**config.mk**
```make
export PLATFORM = sky130hd
export DESIGN_NAME = hex_display_arbiter
export DESIGN_NICKNAME = d
export VERILOG_FILES = /design/src/rtl/hex_display_arbiter.sv
export SDC_FILE = /design/constraint.sdc
export NUM_CORES = 1
export LEC_CHECK = 0
export BUFFER_PORTS_ARGS = -buffer_cell sky130_fd_sc_hd__buf_2
export CORE_UTILIZATION = 50
export DETAILED_ROUTE_END_ITERATION = 12
export PLACE_DENSITY = 0.8
export SYNTH_ARGS = -nofsm -noshare
export SYNTH_HDL_FRONTEND = slang
export SYNTH_SLANG_ARGS = --single-unit
```
**constraint.sdc**
```tcl
create_clock -name clock -period 6.6 [get_ports clock]
set_clock_uncertainty 0.15 [all_clocks]
set_input_delay 0.33 -clock clock [delete_from_list [all_inputs] [get_ports clock]]
set_output_delay 0.33 -clock clock [all_outputs]
set_load 0.03 [all_outputs]
```
**src/rtl/hex_display_arbiter.sv**
```systemverilog
// hex_display_arbiter: round-robin owner of the 8-digit hex display with minimum dwell per view.
// Optional HEX_ARB_PREEMPT_EN: a rising req[0] preempts the current owner, ignoring the dwell.
module hex_display_arbiter #(
  parameter int NREQ         = 4,
  parameter int NDIG         = 8,
  parameter int DWELL_CYCLES = 50_000_000
) (
  input  logic                      clock,
  input  logic                      reset,
  input  logic [NREQ-1:0]           req,
  input  logic [NREQ*4*NDIG-1:0]    data,
  output logic [NREQ-1:0]           grant,
  output logic [$clog2(NREQ)-1:0]   owner,
  output logic                      valid,
  output logic [4*NDIG-1:0]         digits
);
  localparam int OW = $clog2(NREQ);
  localparam int CW = $clog2(DWELL_CYCLES + 1);
  typedef enum logic {IDLE, HOLD} state_t;
  state_t          r_state, w_state_nx;
  logic [OW-1:0]   r_ptr, w_cand, w_sel;
  logic [CW-1:0]   r_cnt;
  logic            w_found, w_take, w_release, w_dec, w_preempt;
  logic [4*NDIG-1:0] w_view [NREQ];
  genvar i;
  for (i = 0; i < NREQ; i++) begin : g_view
    assign w_view[i] = data[i*4*NDIG +: 4*NDIG];
  end
  // Scan downward so the nearest requester after the pointer wins; the pointer itself comes last.
  always_comb begin
    w_cand  = '0;
    w_found = 1'b0;
    for (int k = NREQ; k >= 1; k--)
      if (req[OW'((int'(r_ptr) + k) % NREQ)]) begin
        w_cand  = OW'((int'(r_ptr) + k) % NREQ);
        w_found = 1'b1;
      end
  end
`ifdef HEX_ARB_PREEMPT_EN
  logic r_req0;
  always_ff @(posedge clock or posedge reset)
    if (reset) r_req0 <= 1'b0;
    else       r_req0 <= req[0];
  assign w_preempt = (r_state == HOLD) && req[0] && !r_req0 && (owner != '0);
`else
  assign w_preempt = 1'b0;
`endif
  always_comb begin
    w_take    = 1'b0;
    w_release = 1'b0;
    w_dec     = 1'b0;
    if (w_preempt) w_take = 1'b1;
    else if (r_state == IDLE) w_take = w_found;
    else if (!req[owner]) begin
      w_take    = w_found;
      w_release = !w_found;
    end
    else if (r_cnt != '0) w_dec = 1'b1;
    else w_take = w_found && (w_cand != owner);
    w_sel      = w_preempt ? '0 : w_cand;
    w_state_nx = w_take ? HOLD : w_release ? IDLE : r_state;
  end
  always_ff @(posedge clock or posedge reset)
    if (reset) r_state <= IDLE;
    else       r_state <= w_state_nx;
  always_ff @(posedge clock or posedge reset)
    if (reset) begin
      grant  <= '0;
      owner  <= '0;
      valid  <= 1'b0;
      digits <= '0;
      r_ptr  <= OW'(NREQ - 1);
      r_cnt  <= '0;
    end else begin
      if (w_take) begin
        grant <= NREQ'(1) << w_sel;
        owner <= w_sel;
        r_ptr <= w_sel;
        r_cnt <= CW'(DWELL_CYCLES - 1);
        valid <= 1'b1;
      end else if (w_release) begin
        grant <= '0;
        valid <= 1'b0;
      end else if (w_dec) r_cnt <= r_cnt - 1'b1;
      if (w_take) digits <= w_view[w_sel];
      else if (r_state == HOLD && !w_release) digits <= w_view[owner];
    end
endmodule

```
==> results of run 1 <==
[kinds of logic after synthesis]
| group | share of synthesized area |
|---|---|
| compound gates | 0.0728 |
| xor+xnor | 0.00516 |
| fa+ha+maj | 0.00492 |
| buf+inv | 0.0526 |
| flops | 0.330 |
| mux | 0.154 |
| simple gates | 0.380 |
[registers in the layout, summed over array words and instances, names as in the netlist]
signal  flops
digits     32
r_cnt      26
r_ptr       2
grant       4
owner       2
valid       1
[cell usage after synthesis, types with 2 or more instances]
cell type and number:
o21ai_0 9, or4_1 2, buf_2 10, o21ai_1 5
ha_1 2, o22a_1 2, a21oi_1 14, a21o_1 3
o21a_1 2, buf_1 8, buf_6 3, dfstp_2 2
or4_4 2, nand2b_1 4, nor2_1 22, nor3_1 16
or2_2 2, clkbuf_1 25, a31o_2 2, nand2_1 174
nand3_1 170, inv_1 5, nor4_1 6, dfrtp_1 65
mux4_2 33, nor4_2 2, xnor2_1 2, or3_1 3
mux2i_1 3, o31ai_1 8, and3_1 3, buf_4 5
[layer usage]
layer,GRT usage,vias to the layer above
met5,0,-
met1,0.346,2564
li1,-,2558
met2,0.453,282
met3,0.0420,25
met4,0.104,0
[metrics by stage]
stage | hold slack, ps | power, mW | std cells
CTS | 113 | 2.54 | 913
global route | 173 | 2.73 | 913
finish | 79.2 | 2.53 | 913
floorplan | 287 | 1.90 | 636
detailed placement | 310 | 2.26 | 897
global placement | 301 | 2.22 | 897
[area by class of cell]
cell class,count,area (µm²)
well taps,133,166
clock inverters,5,31.3
clock buffers,11,131
repair buffers,179,913
inverters,6,22.5
flip-flops and latches,67,1680
fillers,895,3700
multi-input cells,512,3180
[power groups by stage]
stage | clock [mW] | sequential [mW] | combinational (mW)
6_report | 0.287 | 0.642 | 1.61
3_5_place_dp | 0 | 0.647 | 1.61
3_3_place_gp | 0 | 0.642 | 1.58
2_1_floorplan | 0 | 0.861 | 1.04
5_1_grt | 0.309 | 0.656 | 1.76
4_1_cts | 0.293 | 0.642 | 1.61
[worst max-delay path: stages, from the launching register on]
cell and delay [ps]:
dfstp_2 590, nand3b_1 150, a31oi_4 830, nor3_1 130, o221ai_2 320, and3_1 620, buf_4 410, nand3_1 130
nand3_1 110
[worst min-delay path by stage]
| stage | end |
|---|---|
| floorplan | r_cnt[25]$_DFFE_PP0P_ |
| global placement | r_cnt[25]$_DFFE_PP0P_ |
| detailed placement | r_cnt[25]$_DFFE_PP0P_ |
| CTS | digits[2]$_DFFE_PP0P_ |
| global route | digits[1]$_DFFE_PP0P_ |
| finish | digits[1]$_DFFE_PP0P_ |
==> results.md, run 1 <==
* Arr. time, crit path at 3630 ps
* Max-cap violations at 0
* Vias in the first global route at 4909
* Net Count, Synth at 772
* Comb power frac at 0.633
* Routed Wire Length at 14.0 mm
* Synth area leader: dfrtp_1
* Most frequent cells in the layout: 174 x nand2_1, 172 x buf_2, 170 x nand3_1
* Final worst path period share at 0.532
* Cell row count at 36
* Worst Path Required at 6720 ps
* Crit path kind: flop to flop
* Longest Clk Path Bufs at 2
* CTS clk-pin slew, worst paths at 70 ps
* Worst R2R Setup Slack at 3090 ps
* Final WS setup at 3090 ps
* Leakage at 2.77 nW
* CP endpoint kind: flop
* CP Max Fanout at 36
* Full die area at 0.0106 mm²
* Post-synth EDFFs at 0
* Routed vias at 5429
* Vias per cell at 5.95
* Worst-Skew Late Latency at 330 ps
* H-Tree Depth at 3
* Hpwl dp at 9.77 mm
* Yosys Warn Count at 0
* Share of layout cells above drive strength 1 at 0.318
* Die X-Extent at 103 µm
* Min-Delay Path Class: input port to async pin
* Initial antenna violation count at 0
* WL met2 at 7.06 mm
* Dominant synthesized flop cell: dfrtp_1
* Maximum VDD drop at 0.208 mV
* Flops & latches, synth at 67
* RSZ-0062 raised after global routing: no
* GRT Util Overall at 0.268
* Cell internal pwr at 1.28 mW
* Final Net Count at 911
* FF-to-FF path depth at 8
* Worst r2r dst: digits[19]$_DFFE_PP0P_
* Tightest Pin Transition at 1320 ps
* 1st-iter DRT viols at 433
* Largest net degree at the start of global routing at 68
* Met1 wire length at 5.57 mm
* Post-Place Setup Slack at 3090 ps
* Max Slew Vio Count at 0
* Status: finished clean
* Post-Syn Area per Cell at 8.00 µm²
* Routed WL per cell at 15.3 µm
* Seq pwr share at 0.253
* # port buffers at 172
* Share of the synthesized area in the top cell type at 0.320
* Starting Density at 0.518
* Endpoints failing hold at 0
* Num CTS Buffers at 9
* Peak Freq at 285 MHz
* RD Place Congestion at 0.843
* Remaining global-route overflow at 0
* Clk pwr share at 0.113
* DP Area at 0.00596 mm²
* Fin crit period at 3510 ps
* DRC viols at 0
* Core Area at 0.00982 mm²
* Synthesis-to-finish area growth at 20.3%
* Metal3 WL at 1.16 mm
* # hold bufs at CTS at 0
* R2R Path Start: r_ptr[1]$_DFFE_PP1P_
* First-pass GRT wire length at 22.2 mm
* Design area at 0.00612 mm²
* Sw Ratio at 0.494
* # setup viols final at 0
* # Post-CTS Setup Buffers at 0
* Critical Path Source: r_ptr[1]$_DFFE_PP1P_
* Startpoint types: flop
* Sink Count at 67
* Switching pwr at 1.25 mW
* Post-Synthesis Cell Area at 0.00509 mm²
* # diodes at 0
* Synth unique cells at 54
* TNS Setup at 0 ps
* Worst rel slew slack at 0.119
* CTS tree: yes
* Most common cell after layout, fill and taps aside: nand2_1
* Post-cts gate resize count at 0
* Cell Pwr Density at 414 mW/mm²
* Uppermost routed layer: met4
* Sequential-to-total area share from yosys stat at 0.330
* Worst Setup EP: digits[19]$_DFFE_PP0P_
* Dominant cells by area after synthesis: dfrtp_1 32%, nand3_1 17%, mux4_2 15%, nand2_1 13%, clkbuf_1 1.8%
* Synth async-reset ratio at 1.00
* Clk Tree Root Cell: clkbuf_8
* First-pass iteration count of the detailed router at 5
* IO Count at 173
* Post-Syn Instances at 636
* Final ANT Viol Nets at 0
* Die Y at 103 µm
* Utilization after layout at 0.623
Note: power is estimated with default switching activity, not from simulation.
==> inputs of run 2 (changes only) <==
--- a/config.mk
+++ b/config.mk
@@ -6,9 +6,9 @@
 export NUM_CORES = 1
 export LEC_CHECK = 0
 export BUFFER_PORTS_ARGS = -buffer_cell sky130_fd_sc_hd__buf_2
-export CORE_UTILIZATION = 50
+export CORE_UTILIZATION = 47
 export DETAILED_ROUTE_END_ITERATION = 12
-export PLACE_DENSITY = 0.8
+export PLACE_DENSITY = 0.78
 export SYNTH_ARGS = -nofsm -noshare
 export SYNTH_HDL_FRONTEND = slang
 export SYNTH_SLANG_ARGS = --single-unit
==> constraint.sdc (replaced) <==
create_clock -name clock -period 2.91 [get_ports clock]
set_clock_uncertainty 0.15 [all_clocks]
set_input_delay 0.1455 -clock clock [delete_from_list [all_inputs] [get_ports clock]]
set_output_delay 0.1455 -clock clock [all_outputs]
set_load 0.03 [all_outputs]
==> run 2 against run 1 <==
Against the previous run:
- via count up 1.3%
- clock power grew to 3.2 times the previous value
- core utilization decreased by 1.3 points
- sequential share of layout area is 1.0 points lower
==> results.md, run 2 (synthesis results as in run 1) <==
* Status: finished clean
* Peak Freq at 374 MHz (+31%)
* Worst Path Required at 2990 ps (-3730 ps)
* Initial antenna violation count at 1 (+1)
* First-pass iteration count of the detailed router at 5 (unchanged)
* GRT Util Overall at 0.278 (+0.0105)
* Crit path kind: flop to flop
* Starting Density at 0.489 (-0.0297)
* Die X-Extent at 106 µm (+3.1%)
* Longest Clk Path Bufs at 2 (unchanged)
* Vias in the first global route at 5218 (+6.3%)
* Biggest regs: digits (32), r_cnt (26), grant (4)
* Startpoint types: flop
* CTS tree: yes
* 1st-iter DRT viols at 334 (-23%)
* Biggest register: digits
* CP endpoint kind: flop
* Uppermost routed layer: met4
* Final Net Count at 929 (+2.0%)
* Worst rel slew slack at 0.379 (+0.259)
* Flip-flop and latch area at 0.00168 mm² (unchanged)
* Tightest Pin Transition at 932 ps (-389 ps)
* Met1 wire length at 5.92 mm (+6.3%)
* Routed WL per cell at 16.2 µm (+5.3%)
* Routed Wire Length at 15.1 mm (+7.8%)
* Clk Tree Root Cell: clkbuf_8
* Fin crit period at 2670 ps (-837 ps)
* Area of the multi-input gates at 0.00318 mm² (+0.20%)
* DRC viols at 0 (unchanged)
* Max Slew Vio Count at 0 (unchanged)
* Final worst path period share at 0.919 (+0.387)
* Max-cap violations at 0 (unchanged)
* Finished Layout Cells at 935 (+2.4%)
* Synthesis-to-finish area growth at 24.9%
* Num CTS Buffers at 9 (unchanged)
* Cell row count at 37 (+2.8%)
* # setup viols final at 0 (unchanged)
* Sink Count at 67 (unchanged)
* TNS Setup at 0 ps (unchanged)
* Arr. time, crit path at 2760 ps (-870 ps)
* Most frequent cells in the layout: 174 x nand2_1, 172 x buf_2, 170 x nand3_1
* Hpwl dp at 10.8 mm (+10%)
* H-Tree Depth at 3 (unchanged)
* Cell Pwr Density at 976 mW/mm² (+140%)
* Core Area at 0.0104 mm² (+6.1%)
* IO Count at 173 (unchanged)
* Routed vias at 5502 (+1.3%)
* First-pass GRT wire length at 24.8 mm (+12%)
* FILL cells at 974 (+8.8%)
* Dpl cells at 917 (+2.2%)
* R2R Path Start: r_cnt[20]$_DFFE_PP0P_
* Share of layout cells above drive strength 1 at 0.336 (+0.0179)
* Largest net degree at the start of global routing at 68 (unchanged)
* Final ANT Viol Nets at 0 (unchanged)
* CP Max Fanout at 32 (-11%)
* Largest register FFs at 32 (unchanged)
* RSZ-0062 raised after global routing: no
* Metal3 WL at 1.23 mm (+5.5%)
* Maximum VDD drop at 0.462 mV (+120%)
* # Post-CTS Setup Buffers at 0 (unchanged)
* Min-delay src: data[43]
* Critical Path Source: r_cnt[20]$_DFFE_PP0P_
* Vias per cell at 5.88 (-1.0%)
* Min-Delay Path Class: input port to flop
* Die Y at 106 µm (+3.1%)
* Utilization after layout at 0.610 (-0.0131)
* Full die area at 0.0112 mm² (+6.3%)
* Most common cell after layout, fill and taps aside: nand2_1
* # port buffers at 172 (unchanged)
* CTS clk-pin slew, worst paths at 80 ps (about the same)
* Endpoints failing hold at 0 (unchanged)
* Remaining global-route overflow at 0 (unchanged)
* Worst-Skew Late Latency at 350 ps (+20 ps)
* RD Place Congestion at 0.859 (+1.9%)
* WL met2 at 7.62 mm (+7.9%)
* Leakage at 2.89 nW (+4.4%)
[run 2: cell count changes in the layout (fill, tap and decap cells not counted), sizes merged]
| cell | delta |
|---|---|
| bufinv | +2 |
| clkinvlp | +1 |
| dlygate4sd3 | +1 |
| inv | +1 |
| buf | +17 |
| clkinv | -4 |
| diode | +1 |
[run 2: path summary, 6_finish.rpt]
path,to,slack (ps),cells past startpoint
setup / recovery,owner[0]$_DFFE_PP0P_,240,7
hold / removal,digits[11]$_DFFE_PP0P_,20,5
setup reg to reg,owner[0]$_DFFE_PP0P_,240,7
hold reg to reg,digits[16]$_DFFE_PP0P_,330,2
max in group asynchronous,owner[0]$_DFFE_PP0P_,1580,4
min in group asynchronous,digits[2]$_DFFE_PP0P_,420,4
[run 2: power breakdown]
| part | internal [mW] | leakage (nW) | switching [mW] | total, mW |
|---|---|---|---|---|
| Combinational | 1.48 | 2.02 | 2.34 | 3.82 |
| Sequential | 1.26 | 0.761 | 0.215 | 1.47 |
| Clock | 0.532 | 0.112 | 0.375 | 0.907 |
[run 2: area by class of cell]
cell class	count	area share
Antenna cell	1	0.000394
Clock buffer	11	0.0238
Clock inverter	5	0.0132
Inverter	6	0.00354
Multi-Input combinational cell	512	0.501
Sequential cell	67	0.264
Tap cell	136	0.0268
Timing Repair Buffer	197	0.167
[run 2: layer usage]
| layer | up-vias | GRT usage |
|---|---|---|
| met3 | 31 | 0.0515 |
| met2 | 265 | 0.480 |
| met5 | - | 0 |
| met4 | 0 | 0.106 |
| li1 | 2595 | - |
| met1 | 2611 | 0.346 |
[run 2: worst max-delay path, cell delays in order, from the launching register on]
cell	delay [ps]
dfrtp_1	430
or4_4	600
nor4_4	290
a31o_2	330
nand3_4	250
buf_12	270
nor2_1	150
a21oi_1	60
[run 2: repair_timing]
action	CTS	global route
hold endpoints to repair	65	0
resized for setup	0	1
setup endpoints to repair	0	1
hold buffers	1	0
[run 2: stage by stage]
stage	hold WS [ps]	setup WS [ps]	area [µm²]	total power, mW
floorplan	211	547	5090	4.32
global placement	290	351	6100	5.23
detailed placement	288	246	6100	5.32
CTS	14.4	208	6350	6.22
global route	35.6	79.4	6360	6.64
finish	15.4	235	6360	6.20
